**src/rtl/ofmap_pack_writer.sv**
```systemverilog
// Bit-level gearbox: packs 144-bit result beats (with optional per-lane ReLU) into
// 256-bit DDR words; a flush drains the residue as a zero-padded word tagged last.
module ofmap_pack_writer #(
    parameter int IN_W    = 144,
    parameter int LANE_W  = 8,
    parameter int OUT_W   = 256,
    parameter int BUF_W   = 512,
    parameter int RELU_EN = 1,
    parameter int CNT_W   = 16
) (
    input  logic              clk,
    input  logic              rst,
    input  logic [IN_W-1:0]   in_data,
    input  logic              in_valid,
    output logic              in_ready,
    input  logic              flush_in,
    output logic [OUT_W-1:0]  out_data,
    output logic              out_valid,
    input  logic              out_ready,
    output logic              out_last,
    output logic              flush_done,
    output logic [CNT_W-1:0]  out_word_cnt
);
    localparam int LANES  = IN_W / LANE_W;
    localparam int FILL_W = $clog2(BUF_W + 1);
    localparam logic [FILL_W-1:0] IN_LIMIT = FILL_W'(BUF_W - IN_W);
    localparam logic [FILL_W-1:0] OUT_STEP = FILL_W'(OUT_W);
    localparam logic [FILL_W-1:0] IN_STEP  = FILL_W'(IN_W);

    typedef enum logic {RUN, FLUSH} state_t;

    state_t             state_reg;
    logic [BUF_W-1:0]   buf_reg;
    logic [BUF_W-1:0]   buf_shifted;
    logic [BUF_W-1:0]   buf_next;
    logic [FILL_W-1:0]  fill_reg;
    logic [FILL_W-1:0]  fill_mid;
    logic [FILL_W-1:0]  fill_next;
    logic [CNT_W-1:0]   cnt_reg;
    logic               done_reg;
    logic [IN_W-1:0]    relu_data;
    logic               in_fire;
    logic               out_fire;

    generate
        for (genvar gi = 0; gi < LANES; gi++) begin : g_lane
            logic [LANE_W-1:0] lane;
            assign lane = in_data[gi*LANE_W +: LANE_W];
            if (RELU_EN != 0) begin : g_relu
                assign relu_data[gi*LANE_W +: LANE_W] = lane[LANE_W-1] ? '0 : lane;
            end else begin : g_pass
                assign relu_data[gi*LANE_W +: LANE_W] = lane;
            end
        end
    endgenerate

    assign in_ready     = (state_reg == RUN) && (fill_reg <= IN_LIMIT);
    assign out_valid    = (fill_reg >= OUT_STEP) || ((state_reg == FLUSH) && (fill_reg != '0));
    assign out_last     = out_valid && (state_reg == FLUSH) && (fill_reg <= OUT_STEP);
    assign out_data     = buf_reg[OUT_W-1:0];
    assign flush_done   = done_reg;
    assign out_word_cnt = cnt_reg;
    assign in_fire      = in_valid && in_ready;
    assign out_fire     = out_valid && out_ready;

    // Drain first, then append the new beat just above the surviving bits; bits above
    // fill stay zero, which is what pads the final partial word.
    always_comb begin
        buf_shifted = buf_reg;
        fill_mid    = fill_reg;
        if (out_fire) begin
            buf_shifted = buf_reg >> OUT_W;
            fill_mid    = (fill_reg >= OUT_STEP) ? (fill_reg - OUT_STEP) : '0;
        end
        buf_next  = buf_shifted;
        fill_next = fill_mid;
        if (in_fire) begin
            buf_next  = buf_shifted | ({{(BUF_W-IN_W){1'b0}}, relu_data} << fill_mid);
            fill_next = fill_mid + IN_STEP;
        end
    end

    always_ff @(posedge clk) begin
        if (rst) begin
            state_reg <= RUN;
            buf_reg   <= '0;
            fill_reg  <= '0;
            cnt_reg   <= '0;
            done_reg  <= 1'b0;
        end else begin
            buf_reg  <= buf_next;
            fill_reg <= fill_next;
            done_reg <= 1'b0;
            if (out_fire) begin
                cnt_reg <= cnt_reg + CNT_W'(1);
            end
            // An empty buffer at flush time completes immediately without visiting FLUSH.
            if (state_reg == RUN) begin
                if (flush_in) begin
                    if (fill_next == '0) begin
                        done_reg <= 1'b1;
                        cnt_reg  <= '0;
                    end else begin
                        state_reg <= FLUSH;
                    end
                end
            end else begin
                if (fill_next == '0) begin
                    state_reg <= RUN;
                    done_reg  <= 1'b1;
                    cnt_reg   <= '0;
                end
            end
        end
    end
endmodule

```
**config.mk**
```make
export PLATFORM = sky130hd
export DESIGN_NAME = ofmap_pack_writer
export DESIGN_NICKNAME = d
export VERILOG_FILES = /design/src/rtl/ofmap_pack_writer.sv
export SDC_FILE = /design/constraint.sdc
export NUM_CORES = 2
export LEC_CHECK = 0
export ABC_AREA = 0
export ABC_CLOCK_PERIOD_IN_PS = 5500
export BUFFER_PORTS_ARGS = -buffer_cell sky130_fd_sc_hd__buf_2
export CORE_MARGIN = 3
export CORE_UTILIZATION = 35
export CTS_CLUSTER_SIZE = 10
export DETAILED_ROUTE_END_ITERATION = 12
export MAX_ROUTING_LAYER = met4
export PLACE_DENSITY = 0.6
export SLEW_MARGIN = 10
export SYNTH_ARGS = -nofsm -noshare
export SYNTH_HDL_FRONTEND = slang
export SYNTH_SLANG_ARGS = --single-unit
```
**constraint.sdc**
```tcl
create_clock -name clk -period 5.5 [get_ports clk]
set_input_delay 0.825 -clock clk [delete_from_list [all_inputs] [get_ports clk]]
set_output_delay 0.825 -clock clk [all_outputs]
set_load 0.05 [all_outputs]
```
# Word-level counts from Yosys, hierarchy flattened
# Cells that the tools add are included.
# totals
output_inout_bits,276
reg_bits,540
# op_classes
muxes,33
n_lt_le_gt_ge,3
n_addsub,3
shift,1
bitwise,2
n_reduce_logical,9
# ops
operator,count
512-bit two-way mux,2
512-bit bitwise OR,1
143-bit by 10-bit << shifter with 512-bit output,1
7-bit two-way mux,18
16-bit two-way mux,4
10-bit two-way mux,3
10-bit by 9-bit less-or-equal comparator with 1-bit output (second input constant),2
16-bit by 1-bit adder with 16-bit output (second input constant),1
10-bit by 8-bit adder with 10-bit output (second input constant),1
10-bit by 9-bit greater-or-equal comparator with 1-bit output (second input constant),1
10-bit logical NOT,1
10-bit nonzero test,1
10-bit by 9-bit subtractor with 10-bit output (second input constant),1
1-bit logical AND,6
1-bit two-way mux,6
1-bit logical OR,1
1-bit inverter,1

# Depth between registers and ports, before layout
# logic_depth
word_depth,11
mapped_depth,21
ltp_nobuf,11

# Worst setup path after synthesis
# OpenSTA, ideal clock, no wires.
# synth_path
kind,input -> register
startpoint,input out_ready
endpoint,register cnt_reg[9] (netlist: out_word_cnt[9])
required_ns,5.384
path_slack_ns,1.331
setup_time_ns,0.116
arrival_ns,4.054
cell_stages,19
path_buffers,9
cell_sequence,nand4bb_1 -> buf_4 -> buf_6 -> buf_2 -> nand2_1 -> inv_1 -> buf_4 -> buf_2 -> buf_2 -> buf_2 -> buf_1 -> ha_1 -> nand2_1 -> a211o_1 -> a21oi_1 -> nand4_1 -> o21ai_1 -> buf_4 -> nor2_1
# synth_between
elab_chain_cells,8
elab_cells_between_ends,9
classes_between,add/sub (1); mux (6); reduce/logical (2)
# synth_rtl
element,line_no,source
from (decl),19,"input logic out_ready,"
1-bit logical AND (*),64,assign out_fire = out_valid && out_ready;
10-bit two-way mux,71,if (out_fire) begin
10-bit by 8-bit adder with 10-bit output,79,fill_next = fill_mid + IN_STEP;
10-bit two-way mux,77,if (in_fire) begin
10-bit logical NOT,"100, 108",
16-bit two-way mux,"100, 108",
16-bit two-way mux,99,if (flush_in) begin
16-bit two-way mux (*),98,if (state_reg == RUN) begin
to (signal assigned),95,cnt_reg <= cnt_reg + CNT_W'(1);
to (decl),39,logic [CNT_W-1:0] cnt_reg;
# Mark *: on every way between the ends. The rest lies on a longest branch, timed or not.
# A chain may end at the register's enable or synchronous reset.

# Final worst setup path
# layout_path
startpoint,register fill_reg[1]
endpoint,register buf_reg[359]
# layout_between
elab_chain_cells,8
elab_cells_between_ends,15
classes_between,add/sub (1); order compare (2); shift (1); mux (4); bitwise (1); reduce/logical (6)
# layout_rtl
element,line_no,source
from (decl),36,logic [FILL_W-1:0] fill_reg;
from (signal assigned),92,fill_reg <= fill_next;
"parallel branches: the longest is 7 deep, another holds 10-bit by 9-bit subtractor with 10-bit output",n/a,
512-bit two-way mux (*),77,
to (signal assigned),91,buf_reg <= buf_next;
to (decl),33,logic [BUF_W-1:0] buf_reg;
# Mark *: on every way between the ends.

==> results.json <==
{
  "fin_crit_ns": 5.10,
  "cts_max_path_buffers": 3,
  "layout_worst_path_cycle_share_pct": 92.7,
  "top_usage_layer": "met2",
  "rr_worst_depth": 14,
  "slew_viol_final": 0,
  "ys.warnings.count": 0,
  "dp.cells": 7791,
  "worstPathArrival_ns": 5.64,
  "drt_iter0_drc": 10500,
  "first_global_vias": 51400,
  "crit_required_ns": 6.04,
  "drive_gt1_share_pct": 24.8,
  "cp_max_fo": 24,
  "numCtsBuffers": 67,
  "start_util_pct": 35.4,
  "post_cts_buffers": 0,
  "synthAdderAreaFrac_pct": 0.0578,
  "max_stage_delay_ns": 0.97,
  "maxSlewHeadroom_pct": 2.74,
  "power_frac_seq_pct": 31.2,
  "rows": 128,
  "mostFrequentLayoutCell": "buf_4",
  "synth_mux_area_share_pct": 8.92,
  "critPathTopFamily": "compound AO/OA/AOI/OAI gates",
  "synth_area_um2": 43300,
  "path_buf_inv": 5,
  "cts_tree": "yes",
  "synthCells": 5755,
  "gr-usage-met3_pct": 20.7,
  "grt_use_met2_pct": 70.5,
  "finalSetupViolCount": 0,
  "die_y_um": 358,
  "rsz0062_at_grt": "no",
  "clock-sinks": 540,
  "nNetsFinal": 6386,
  "dieArea_um2": 128000,
  "dr.pass1.iters": 7,
  "grt_pass1_wl_um": 452000,
  "swShare_pct": 42.3,
  "viasPerCell": 7.18,
  "hpwl_um": 265000,
  "power.switching_uw": 5750,
  "synth-simple-area-share_pct": 19.6,
  "instances_no_fill": 7920,
  "p_comb_share_pct": 37.3,
  "tightest_slew_ns": 1.45,
  "crit_chain": "or4_1 -> o21ai_2 -> o311ai_0 -> buf_4 -> o21ai_0 -> buf_4 -> nor2_1 -> buf_4 -> or3_1 -> o21ai_1 -> buf_12 -> buf_4 -> mux2i_1 -> a211oi_1",
  "p_per_area_nw_per_um2": 261,
  "synth_edf_count": 0,
  "setup_tns_ns": 0,
  "async_reset_ff_share_pct": 0,
  "cts_resized": 0,
  "core_um2": 122000,
  "max_freq_mhz": 196,
  "yosysUniqueCellTypes": 113,
  "met1_usage_pct": 67.2,
  "routed_wl_um": 341000,
  "place.gp.congestion": 1.12,
  "p_int_uw": 7850,
  "synth_top_family_by_area": "compound AO/OA/AOI/OAI gates",
  "cts_htree_levels": 3,
  "synth.net_count": 5906,
  "synth_seq_cells": 540,
  "design_area_um2": 52100,
  "critPathKind": "reg -> reg",
  "largest_register_ffs": 512,
  "hold_viol": 0,
  "synth_top_area_share_pct": 25.0,
  "hold_path.class": "reg -> reg",
  "antenna_found_initial": 37,
  "gr-total-overflow": 0,
  "cts_root_buffer": "clkbuf_16",
  "clkPwrFrac_pct": 31.5,
  "grt_usage_pct": 52.4,
  "clkSlewWorstSetupHoldPaths_ns": 0.07,
  "hold_buffers": 0,
  "setup.worst_path.start_class": "register",
  "syn_to_final_growth_pct": 20.3,
  "yosysTopAreaCell": "dfxtp_1",
  "p_leak_uw": 0.0205,
  "io_pins": 425,
  "synthXorXnorAreaFrac_pct": 0.385,
  "drc": 0,
  "layout_common_cells": "buf_4 (717), nand2_1 (710), dfxtp_1 (537), buf_2 (423), nor2_1 (414)",
  "clk_latency_ns": 0.65,
  "end_kind": "register",
  "synth_compound_area_share_pct": 35.3,
  "ir_worst_vdd_mv": 0.258,
  "ant_nets": 0,
  "ys.flop_type": "dfxtp_1",
  "cp.depth": 14,
  "hold_depth": 2,
  "seq_area_frac_synth_pct": 25.0,
  "drv_cap": 0,
  "cpMostUsedCell": "buf_4",
  "wl_per_cell_um": 43.1,
  "status": "finished clean",
  "netlist_top_cells_area": "dfxtp_1 (25%), mux2i_1 (6.3%), nand2_1 (6.2%), buf_4 (5.1%), a21oi_1 (4.5%)",
  "grt_max_degree": 105,
  "die_w_um": 358,
  "avgSynthCellArea_um2": 7.52,
  "skew_ns": 0.0358,
  "vias": 56800,
  "placed_area_um2": 50000,
  "portBuffers": 424,
  "slowest_stage": "o21ai_2"
}
Yosys cell counts, types with 32 or more instances:
cell	instances
o21ai_1	37
mux2i_1	273
a211oi_1	119
nand3_1	96
nor4_1	36
nor3_1	128
buf_1	33
a31oi_1	138
a21o_1	40
o221ai_1	35
o21ai_0	301
o211ai_1	90
a221o_1	47
o2bb2ai_1	32
a221oi_1	113
mux2_2	89
nor2b_1	56
clkbuf_1	252
nand2b_1	93
o32ai_1	65
buf_2	202
o31ai_1	36
nand2_1	718
o22ai_1	190
buf_4	293
a21oi_1	392
a22o_1	67
dfxtp_1	540
a22oi_1	106
and3_1	44
and2_1	34
nor2_1	436
a32oi_1	34
power groups by stage:
stage          Combinational (µW)  Sequential (µW)  Clock [µW]
2_1_floorplan                2510             4230           0
3_3_place_gp                 4790             4310           0
3_5_place_dp                 4760             4310           0
4_1_cts                      4780             4230        4260
5_1_grt                      5040             4240        4400
6_report                     5080             4240        4280
path summary, 6_finish.rpt:
kind | from | to | slack [ns]
hold / removal | buf_reg[263] | buf_reg[263] | 0.45
hold reg to reg | buf_reg[263] | buf_reg[263] | 0.45
setup reg to reg | fill_reg[1] | buf_reg[359] | 0.40
setup / recovery | fill_reg[1] | buf_reg[359] | 0.40
stage by stage:
step | hold WS [ns] | setup WS [ns] | util, % | power (µW)
detailed placement | 0.439 | 0.517 | 40.9 | 9080
global route | 0.471 | 0.495 | 42.6 | 13700
CTS | 0.451 | 0.658 | 42.5 | 13300
floorplan | 0.417 | 1.33 | - | 6750
finish | 0.451 | 0.399 | 42.6 | 13600
global placement | 0.428 | 0.402 | 40.9 | 9100
tightest hold or removal path: cells and delay by family, from the launching register on:
kind             cells  cell delay, ns
AND/OR/NAND/NOR      1            0.05
flip-flops           1            0.30
AO/OA/AOI/OAI        1            0.05
per-layer routing:
metal  wire (µm)  up-vias  part of all wire (%)
met2      133000     4954                    39
met1      135000    28200                    40
li1            -    22600                     -
met4       22600        0                   6.6
met5           0        -                     0
met3       50400     1115                    15
cell type report:
| type | count | area (µm²) |
|---|---|---|
| Antenna cell | 37 | 92.6 |
| Clock buffer | 81 | 1790 |
| Clock inverter | 11 | 193 |
| Fill cell | 12600 | 70100 |
| Inverter | 31 | 121 |
| Multi-Input combinational cell | 4382 | 28000 |
| Sequential cell | 540 | 10800 |
| Tap cell | 1625 | 2030 |
| Timing Repair Buffer | 1213 | 8960 |
cells by family after synthesis:
| logic type | count (synthesis) |
|---|---|
| adders and majority gates | 2 |
| muxes | 368 |
| DFF | 540 |
| xor gates and xnor gates | 19 |
| and+or+nand+nor | 1820 |
| buffers and inverters | 833 |
| AOI/OAI and AO/OA | 2173 |
(Power assumes the default switching activity.)
